### src/rtl/hazard_controller.sv
`default_nettype none
// ============================================================================
// Module      : hazard_controller
// Description : Pipeline interlock and operand-forwarding controller for a
//               4-stage CPU (D, EX, MEM, WB). A shadow pipeline holds the
//               destination info of the instructions in EX, MEM and WB. The
//               decode-stage read selectors are compared against it to
//               produce stall / EX-bubble control and EX operand selects.
// Build macro : HAZARD_FORWARDING_EN
//               defined   -> forwarding from EX/MEM/WB, stall only on load-use
//               undefined -> no forwarding, stall until the writer retires
// Parameters  : SEL_W        register selector width
//               CNT_W        stall performance counter width
//               R0_HARDWIRED 1: selector 0 never hazards or forwards
// Ports       : i_clk, i_reset (async, active-high)
//               i_d_valid/re1/rs1/re2/rs2/we/ws/is_load  decode instruction
//               i_flush      squash the decode instruction
//               i_mem_wait   freeze the whole pipeline this cycle
//               o_stall      hold PC and D register
//               o_bubble_ex  load a NOP into EX
//               o_fwd1/2     EX operand source: 0 regfile, 1 EX, 2 MEM, 3 WB
//               o_stall_cnt  saturating hazard-stall cycle count
// Revision    : 1.0 - initial release
// ============================================================================
module hazard_controller #(
    parameter int SEL_W        = 4,
    parameter int CNT_W        = 16,
    parameter int R0_HARDWIRED = 0
) (
    input  logic             i_clk,
    input  logic             i_reset,
    input  logic             i_d_valid,
    input  logic             i_d_re1,
    input  logic [SEL_W-1:0] i_d_rs1,
    input  logic             i_d_re2,
    input  logic [SEL_W-1:0] i_d_rs2,
    input  logic             i_d_we,
    input  logic [SEL_W-1:0] i_d_ws,
    input  logic             i_d_is_load,
    input  logic             i_flush,
    input  logic             i_mem_wait,
    output logic             o_stall,
    output logic             o_bubble_ex,
    output logic [1:0]       o_fwd1,
    output logic [1:0]       o_fwd2,
    output logic [CNT_W-1:0] o_stall_cnt
);

    // Shadow destination info for the instructions in EX, MEM and WB
    logic             r_ex_valid, r_ex_we;
    logic [SEL_W-1:0] r_ex_ws;
    logic             r_mem_valid, r_mem_we;
    logic [SEL_W-1:0] r_mem_ws;
    logic             r_wb_valid, r_wb_we;
    logic [SEL_W-1:0] r_wb_ws;
    logic [CNT_W-1:0] r_stall_cnt;

    logic w_ex_hit1, w_mem_hit1, w_wb_hit1;
    logic w_ex_hit2, w_mem_hit2, w_wb_hit2;
    logic w_hazard;
    logic w_advance;
    logic w_count;

    function automatic logic f_match(input logic             v,
                                     input logic             we,
                                     input logic [SEL_W-1:0] ws,
                                     input logic [SEL_W-1:0] s);
        f_match = v & we & (ws == s) & ~((R0_HARDWIRED != 0) && (s == '0));
    endfunction

    assign w_ex_hit1  = i_d_re1 & f_match(r_ex_valid,  r_ex_we,  r_ex_ws,  i_d_rs1);
    assign w_mem_hit1 = i_d_re1 & f_match(r_mem_valid, r_mem_we, r_mem_ws, i_d_rs1);
    assign w_wb_hit1  = i_d_re1 & f_match(r_wb_valid,  r_wb_we,  r_wb_ws,  i_d_rs1);
    assign w_ex_hit2  = i_d_re2 & f_match(r_ex_valid,  r_ex_we,  r_ex_ws,  i_d_rs2);
    assign w_mem_hit2 = i_d_re2 & f_match(r_mem_valid, r_mem_we, r_mem_ws, i_d_rs2);
    assign w_wb_hit2  = i_d_re2 & f_match(r_wb_valid,  r_wb_we,  r_wb_ws,  i_d_rs2);

`ifdef HAZARD_FORWARDING_EN
    // Only EX needs to remember loads: a load in MEM or WB has its data ready.
    logic r_ex_ld;

    function automatic logic [1:0] f_sel(input logic ex, input logic mem, input logic wb);
        // Youngest producer holds the architecturally newest value.
        if (ex)       f_sel = 2'd1;
        else if (mem) f_sel = 2'd2;
        else if (wb)  f_sel = 2'd3;
        else          f_sel = 2'd0;
    endfunction

    assign w_hazard = i_d_valid & r_ex_ld & (w_ex_hit1 | w_ex_hit2);
    assign o_fwd1   = f_sel(w_ex_hit1, w_mem_hit1, w_wb_hit1);
    assign o_fwd2   = f_sel(w_ex_hit2, w_mem_hit2, w_wb_hit2);

    always_ff @(posedge i_clk or posedge i_reset) begin
        if (i_reset) begin
            r_ex_ld <= 1'b0;
        end else if (w_advance) begin
            r_ex_ld <= (w_hazard | i_flush) ? 1'b0 : i_d_is_load;
        end
    end
`else
    // Without forwarding every in-flight writer blocks the reader.
    logic w_unused_is_load;

    assign w_hazard = i_d_valid & (w_ex_hit1 | w_mem_hit1 | w_wb_hit1 |
                                   w_ex_hit2 | w_mem_hit2 | w_wb_hit2);
    assign o_fwd1   = 2'd0;
    assign o_fwd2   = 2'd0;
    assign w_unused_is_load = i_d_is_load;
`endif

    // Memory wait freezes everything and outranks flush and hazards.
    assign w_advance   = ~i_mem_wait;
    assign w_count     = w_advance & w_hazard & ~i_flush;
    assign o_stall     = i_mem_wait | (w_hazard & ~i_flush);
    assign o_bubble_ex = w_advance & (i_flush | w_hazard);
    assign o_stall_cnt = r_stall_cnt;

    always_ff @(posedge i_clk or posedge i_reset) begin
        if (i_reset) begin
            r_ex_valid  <= 1'b0;
            r_ex_we     <= 1'b0;
            r_ex_ws     <= '0;
            r_mem_valid <= 1'b0;
            r_mem_we    <= 1'b0;
            r_mem_ws    <= '0;
            r_wb_valid  <= 1'b0;
            r_wb_we     <= 1'b0;
            r_wb_ws     <= '0;
        end else if (w_advance) begin
            r_wb_valid  <= r_mem_valid;
            r_wb_we     <= r_mem_we;
            r_wb_ws     <= r_mem_ws;
            r_mem_valid <= r_ex_valid;
            r_mem_we    <= r_ex_we;
            r_mem_ws    <= r_ex_ws;
            if (w_hazard | i_flush) begin
                r_ex_valid <= 1'b0;
                r_ex_we    <= 1'b0;
                r_ex_ws    <= '0;
            end else begin
                r_ex_valid <= i_d_valid;
                r_ex_we    <= i_d_we;
                r_ex_ws    <= i_d_ws;
            end
        end
    end

    always_ff @(posedge i_clk or posedge i_reset) begin
        if (i_reset) begin
            r_stall_cnt <= '0;
        end else if (w_count && !(&r_stall_cnt)) begin
            r_stall_cnt <= r_stall_cnt + 1'b1;
        end
    end

endmodule
`default_nettype wire

### config.mk
export PLATFORM = sky130hd
export DESIGN_NAME = hazard_controller
export DESIGN_NICKNAME = d
export VERILOG_FILES = /design/src/rtl/hazard_controller.sv
export SDC_FILE = /design/constraint.sdc
export NUM_CORES = 1
export LEC_CHECK = 0
export BUFFER_PORTS_ARGS = -buffer_cell sky130_fd_sc_hd__buf_2
export CORE_AREA = 4 4 68 70
export CTS_BUF_LIST = sky130_fd_sc_hd__clkbuf_4
export DETAILED_ROUTE_END_ITERATION = 12
export DIE_AREA = 0 0 72 74
export PLACE_DENSITY = 0.72
export SETUP_SLACK_MARGIN = 0.4
export SLEW_MARGIN = 20
export SYNTH_ARGS = -nofsm -noshare
export SYNTH_HDL_FRONTEND = slang
export SYNTH_SLANG_ARGS = --single-unit
export TNS_END_PERCENT = 20
### constraint.sdc
create_clock -name i_clk -period 6 [get_ports i_clk]
set_input_delay 0.6 -clock i_clk [delete_from_list [all_inputs] [get_ports i_clk]]
set_output_delay 0.6 -clock i_clk [all_outputs]
set_load 0.005 [all_outputs]
==> PnR_summary.wiki, run 1 <==
{| class="wikitable"
! Metric !! Value
|-
| Number of buffers created by CTS || 5
|-
| Worst path top cell family by delay || simple AND/OR/NAND/NOR gates
|-
| Number of unique standard cell types used by synthesis || 31
|-
| Total number of clock tree sinks || 34
|-
| Total grt overflow || 0
|-
| Power per unit of standard cell area || between 200 and 250 mW/mm^2
|-
| Postcts setup bufs || 0
|-
| Die X || ~72 um
|-
| Crit Path Category || register to output port
|-
| Number of buffers between clock root and the deepest sink || 2
|-
| Number of nets with antenna violations after detailed routing || 0
|-
| Worst-path clk slew || roughly 0.10 ns
|-
| Number of cell rows || 23
|-
| Seq cells post-synth || 34
|-
| Reg2reg setup slack || 3.75 ns
|-
| CTS tree || built
|-
| Simple-gate area share of the yosys netlist || 17.6%
|-
| Placed instance count || around 240
|-
| Finish-stage setup viols || 0
|-
| CP most frequent cell || nand2_1
|-
| Share of layout cells above drive strength 1 || ~34%
|-
| Crit path time final || roughly 2.8 ns
|-
| Remaining design rule violation count || 0
|-
| Share of Yosys cell area claimed by the top area cell type || about 46%
|-
| Number of hold violations in the final report || 0
|-
| Capturing point of the worst reg2reg path || o_stall_cnt[13]
|-
| Drt first pass iters || 4
|-
| Critical path endpoint category || output port
|-
| Net count, final || approximately 220
|-
| Largest area contributor in the netlist || dfrtp_1
|-
| Skew-Pair Late Insertion Delay || around 0.33 ns
|-
| Number of port buffers || 37
|-
| Mux cell area share after synthesis || 7.87%
|-
| Number of DRC markers in iteration 0 || 49
|-
| Final setup TNS || 0 ns
|-
| Mean area per synthesized cell || approximately 12 um^2
|-
| Critical Path Source || r_ex_ws[0]
|-
| Largest net degree at the start of global routing || 35
|-
| Startpoint types || register
|-
| Slowest Stage Delay on Critical Path || 0.43 ns
|-
| Max-slew violation count || 0
|-
| Worst R2R Start || o_stall_cnt[0]
|-
| Post_cts resized || 0
|-
| Initial antenna violation count || 0
|-
| Total Wirelength || 3550 um
|-
| Wire length of the first global-routing pass || 6040 um
|-
| Max-capacitance violation count || 0
|-
| Count of boundary I/O pins || 43
|-
| Result of the run || complete, no violations
|-
| CP max stage cell || dfrtp_1
|-
| Setup repair after global routing missed its margin || false
|-
| Final Hold Slack || 0.344 ns
|-
| Ordered cell list for the critical path || xnor2_1, nand4_1, or4_1, o41a_1, nand2_1, nand2_1, a21oi_1, buf_2
|-
| Crit-path max FO || 7
|-
| Final cell utilization of the core || 53.0%
|-
| Post-CTS Hold Buffers || 0
|-
| Data arrival time at the worst-slack endpoint || 2.20 ns
|-
| Ant diodes || 0
|-
| Post-Synth XOR/XNOR Area || 18.4%
|-
| Clock Root Buffer || clkbuf_4
|-
| Via total after detailed routing || around 1,300
|-
| Global routing usage summed across all routing layers || 14.6%
|-
| DP HPWL || 2670 um
|-
| Fraction of the mapped netlist area in compound gates || 4.98%
|-
| Combinational family with the most area after synthesis || XOR/XNOR gates
|-
| Class of the most critical hold timing path || input port to async pin
|-
| Count of H-tree levels built during CTS || 2
|-
| Initial standard-cell utilization of the core || between 40% and 50%
|-
| Critical path data required time || 5.40 ns
|-
| Adder and majority cell fraction of the synthesized area || 0.673%
|-
| Routability-driven placement congestion ratio || 0.702
|-
| Die footprint || 0.00533 mm^2
|-
| Non-filler instance count after layout || 250
|-
| Average via count per standard cell || 5.16
|-
| Layout area overhead || 13.3%
|-
| Top achievable clock speed || 357 MHz
|-
| Worst reg2reg path depth || 8
|-
| Final Cycle Share || 46.7%
|-
| Clk_skew || 0.0104 ns
|-
| Leakage power of the design || about 1.1 nW
|-
| Buffers plus inverters on the worst setup path || 1
|-
| Std-Cell Core Area || 0.00397 mm^2
|-
| Overall power of the completed layout || roughly 0.44 mW
|-
| DR WL/cell || 14.2 um
|-
| Peak supply drop || 142 uV
|-
| Warnings from Yosys || 0
|-
| Via count of the first global-routing pass || 1,324
|-
| Die Span Y || 74 um
|-
| Leading post-synthesis cells by cell area || dfrtp_1, xor2_1, mux2_2
|-
| Number of instances in the synthesized netlist || 161
|-
| Proportion of synthesized chip area in sequential cells || 45.8%
|-
| Syn Std Cell Area || roughly 0.0019 mm^2
|}
logic make-up after synthesis:
logic type / Yosys count
compound gates: 10
xor+xnor: 39
fa+ha+maj: 1
buf+inv: 12
flops: 34
mux: 13
other cells: 1
simple gates: 51
Yosys cell counts:
cell and count:
dfrtp_1 34, xor2_1 29, mux2_2 12, xnor2_1 10, nand2_1 9, nand3_1 8
nand4_1 8, a32o_1 6, nor3_2 6, buf_4 4, nor3_1 4, nor4_1 4
clkbuf_1 3, inv_1 3, nor2_1 3, nor3b_2 3, a21oi_1 1, a41oi_1 1
and2_1 1, and2_4 1, and3_1 1, and4_1 1, buf_12 1, buf_6 1
conb_1 1, ha_1 1, mux2_1 1, nor4_2 1, o21bai_1 1, o41a_1 1
or4_1 1
placed cells by master, fill, tap and decap left out, drive strengths merged:
cell type	synthesis	final
ha	1	1
dfrtp	34	34
nor4	5	5
conb	1	4
xnor2	10	10
a32o	6	6
or4	1	1
buf	6	38
a21oi	1	1
nand3	8	8
and2	2	2
and4	1	1
nand2	9	9
nand4	8	8
o41a	1	1
and3	1	1
clkbuf	3	7
inv	3	3
xor2	29	29
a41oi	1	1
o21bai	1	1
nor3b	3	3
mux2	13	13
nor3	10	10
nor2	3	3
state kept, by name, summed over array words and instances, names as in the netlist, 4 cells and up:
name         cells
r_ex_ws          4
r_wb_ws          4
r_mem_ws         4
o_stall_cnt     16
worst max-delay path by stage:
| stage | end | slack [ns] | cells past startpoint |
|---|---|---|---|
| detailed placement | o_bubble_ex | 3.24 | 8 |
| floorplan | o_bubble_ex | 3.60 | 6 |
| CTS | o_bubble_ex | 3.16 | 8 |
| global placement | o_bubble_ex | 3.25 | 8 |
| global route | o_stall | 3.04 | 8 |
| finish | o_bubble_ex | 3.20 | 8 |
per-stage QoR:
step / cell area, um^2 / setup slack [ns]
after floorplan: 1870 / 3.60
after global placement: 2050 / 3.25
after detailed placement: 2050 / 3.24
after CTS: 2110 / 3.16
after global routing: 2110 / 3.04
final: 2110 / 3.20
power by group:
group          internal [mW]  switching (mW)
clock network         0.0532          0.0704
logic                 0.0317          0.0280
registers              0.243          0.0169
total                  0.328           0.115
layout make-up:
cell class / instances / area [um^2]
multi-input combinational: 118 / 936
timing repair buffer: 38 / 193
tap: 50 / 62.6
fill: 372 / 1870
inverter: 3 / 11.3
clock buffer: 7 / 52.6
sequential: 34 / 851
worst reg2reg max path, delay by kind of cell, from the launching register on:
kind	cells	cell delay, ns
AOI/OAI and AO/OA	1	0.39
xor gates and xnor gates	1	0.17
adders and majority gates	1	0.23
DFF	1	0.44
and+or+nand+nor	5	0.96
layer usage:
| layer | track usage [%] | part of all wire [%] | vias to the layer above |
|---|---|---|---|
| li1 | - | - | 644 |
| met1 | 19.4 | 48 | 611 |
| met2 | 23.0 | 45 | 32 |
| met3 | 4.86 | 6.3 | 3 |
| met4 | 4.38 | 1.1 | 0 |
| met5 | 0 | 0 | - |
Note: power is estimated with default switching activity, not from simulation.
==> run 2, diff against run 1 <==
- clock period: 6 -> 2.7 ns (I/O delays scaled with it)
==> PnR_summary.wiki, run 2 (synthesis results as in run 1) <==
{| class="wikitable"
! Metric !! Value
|-
| Die Span Y || approximately 74 um
|-
| Remaining design rule violation count || 0
|-
| Total grt overflow || 0
|-
| CTS tree || built
|-
| Internal Pwr Total || between 0.7 and 0.8 mW
|-
| Net count, final || approximately 230
|-
| Reg2reg setup slack || approximately 0.62 ns
|-
| Minimum setup slack in the final design || 0.418 ns
|-
| Number of hold violations in the final report || 0
|-
| Std-Cell Core Area || approximately 0.0040 mm^2
|-
| Number of cell rows || 23
|-
| Leakage power of the design || 1.10 nW
|-
| Worst R2R Start || o_stall_cnt[0]
|-
| Sw Ratio || 25.6%
|-
| Clk_skew || 0.00319 ns
|-
| Switching Power || 0.254 mW
|-
| Crit path time final || 2.28 ns
|-
| Clock Root Buffer || clkbuf_4
|-
| Via count of the first global-routing pass || ~1,400
|-
| Clock power frac || 27.2%
|-
| Critical path data required time || between 2 and 2.5 ns
|-
| Worst-path clk slew || 0.09 ns
|-
| Data arrival time at the worst-slack endpoint || 2.01 ns
|-
| Max-capacitance violation count || 0
|-
| Post-DP Area || 0.00206 mm^2
|-
| Worst Setup Slack post-DPL || 0.453 ns
|-
| Number of nets with antenna violations after detailed routing || 0
|-
| Die X || around 72 um
|-
| Count of H-tree levels built during CTS || 2
|-
| Total Wirelength || around 3700 um
|-
| DR WL/cell || 14.4 um
|-
| Most common library cell in the layout ignoring fill and taps || buf_2
|-
| Wire length of the first global-routing pass || 6290 um
|-
| Crit Path Category || register to output port
|-
| Critical Path Source || r_ex_ws[2]
|-
| Gate power share || around 15%
|-
| Top achievable clock speed || 438 MHz
|-
| Number of port buffers || 37
|-
| Result of the run || complete, no violations
|-
| Drt first pass iters || 4
|-
| Initial standard-cell utilization of the core || 46.8%
|-
| Register share of total power || 58.1%
|-
| Number of inserted filler cells in the final layout || between 300 and 400
|-
| Number of DRC markers in iteration 0 || 49
|-
| Multi-input combinational cell area || 968 um^2
|-
| Class of the most critical hold timing path || input port to async pin
|-
| Power per unit of standard cell area || 454 mW/mm^2
|-
| Number of buffers created by CTS || 5
|-
| Final Cycle Share || 84.5%
|-
| Number of buffers between clock root and the deepest sink || 2
|-
| Worst reg2reg path depth || 8
|-
| Max-slew violation count || 0
|-
| Crit path capture || o_bubble_ex
|-
| Layout area overhead || 17.4%
|-
| Capturing point of the worst reg2reg path || o_stall_cnt[14]
|-
| Global routing usage summed across all routing layers || 15.4%
|-
| Die footprint || 0.00533 mm^2
|-
| Startpoint types || register
|-
| Final setup TNS || 0 ns
|-
| Peak supply drop || 363 uV
|-
| Crit-path max FO || 7
|-
| Skew-Pair Late Insertion Delay || around 0.33 ns
|-
| Routability-driven placement congestion ratio || ~0.72
|-
| Post-route standard cell area excluding fillers || about 0.0022 mm^2
|-
| DP HPWL || 2710 um
|-
| Count of boundary I/O pins || 43
|-
| Largest net degree at the start of global routing || 35
|-
| Average via count per standard cell || ~5.3
|-
| Via total after detailed routing || 1,353
|-
| Post-CTS Hold Buffers || 0
|-
| Initial antenna violation count || 0
|-
| Finish-stage setup viols || 0
|-
| Ant diodes || 0
|-
| Final cell utilization of the core || about 55%
|-
| Critical path endpoint category || output port
|-
| Flip-flop count of the largest register after layout || 16
|-
| Setup repair after global routing missed its margin || true
|-
| Area of all sequential standard cells || approximately 850 um^2
|-
| Total number of clock tree sinks || 34
|-
| Most frequent cells in the layout || buf_2, dfrtp_1, xor2_1
|-
| Share of layout cells above drive strength 1 || 38.8%
|}
run 2: worst min path at each step:
stage	startpoint	endpoint	slack [ns]	cells after the start
after floorplan	i_reset	o_stall_cnt[0]	0.41	1
after global placement	i_reset	r_ex_ws[0]	0.38	3
after detailed placement	i_reset	r_mem_we	0.39	3
after CTS	i_reset	o_stall_cnt[15]	0.009	3
after global routing	i_reset	o_stall_cnt[7]	0.02	3
final	i_reset	r_wb_valid	0.01	3
run 2: area by class of cell:
class	count	share of cell area, %
Clock buffer	7	2.41
Inverter	3	0.516
Tap cell	50	2.87
Timing Repair Buffer	44	10.9
Sequential cell	34	39.0
Multi-Input combinational cell	118	44.4
run 2: power by group through the flow:
| stage | combinational [mW] | sequential, mW | clock (mW) |
|---|---|---|---|
| 2_1_floorplan | 0.101 | 0.580 | 0 |
| 3_3_place_gp | 0.133 | 0.588 | 0 |
| 3_5_place_dp | 0.137 | 0.589 | 0 |
| 4_1_cts | 0.149 | 0.576 | 0.284 |
| 5_1_grt | 0.165 | 0.582 | 0.314 |
| 6_report | 0.146 | 0.576 | 0.270 |
run 2: routing by layer:
layer,global-route usage [%],routed length [um],vias up
li1,-,-,660
met1,17.8,1640,640
met2,26.0,1750,45
met3,3.92,222,8
met4,8.77,68,0
met5,0,0,-
run 2: stage by stage:
step / std cells / hold WS [ns] / total power, mW
after floorplan: 164 / 0.412 / 0.681
final: 256 / 0.0131 / 0.992
after CTS: 256 / 0.00928 / 1.01
after detailed placement: 244 / 0.385 / 0.726
after global placement: 244 / 0.384 / 0.721
after global routing: 256 / 0.0171 / 1.06
run 2: critical path, cell delays in order (launching register included):
cell	delay (ns)
dfrtp_1	0.41
xor2_1	0.16
or4_1	0.50
o41a_1	0.15
nand2_2	0.12
nand2_4	0.09
a21oi_2	0.14
buf_2	0.12
run 2: repair_timing:
action	CTS	global route
gates resized for setup	5	2
setup buffers	5	0
endpoints found under the setup margin	2	14
gates cloned	0	0
pin swaps	1	0
hold endpoints to repair	0	0
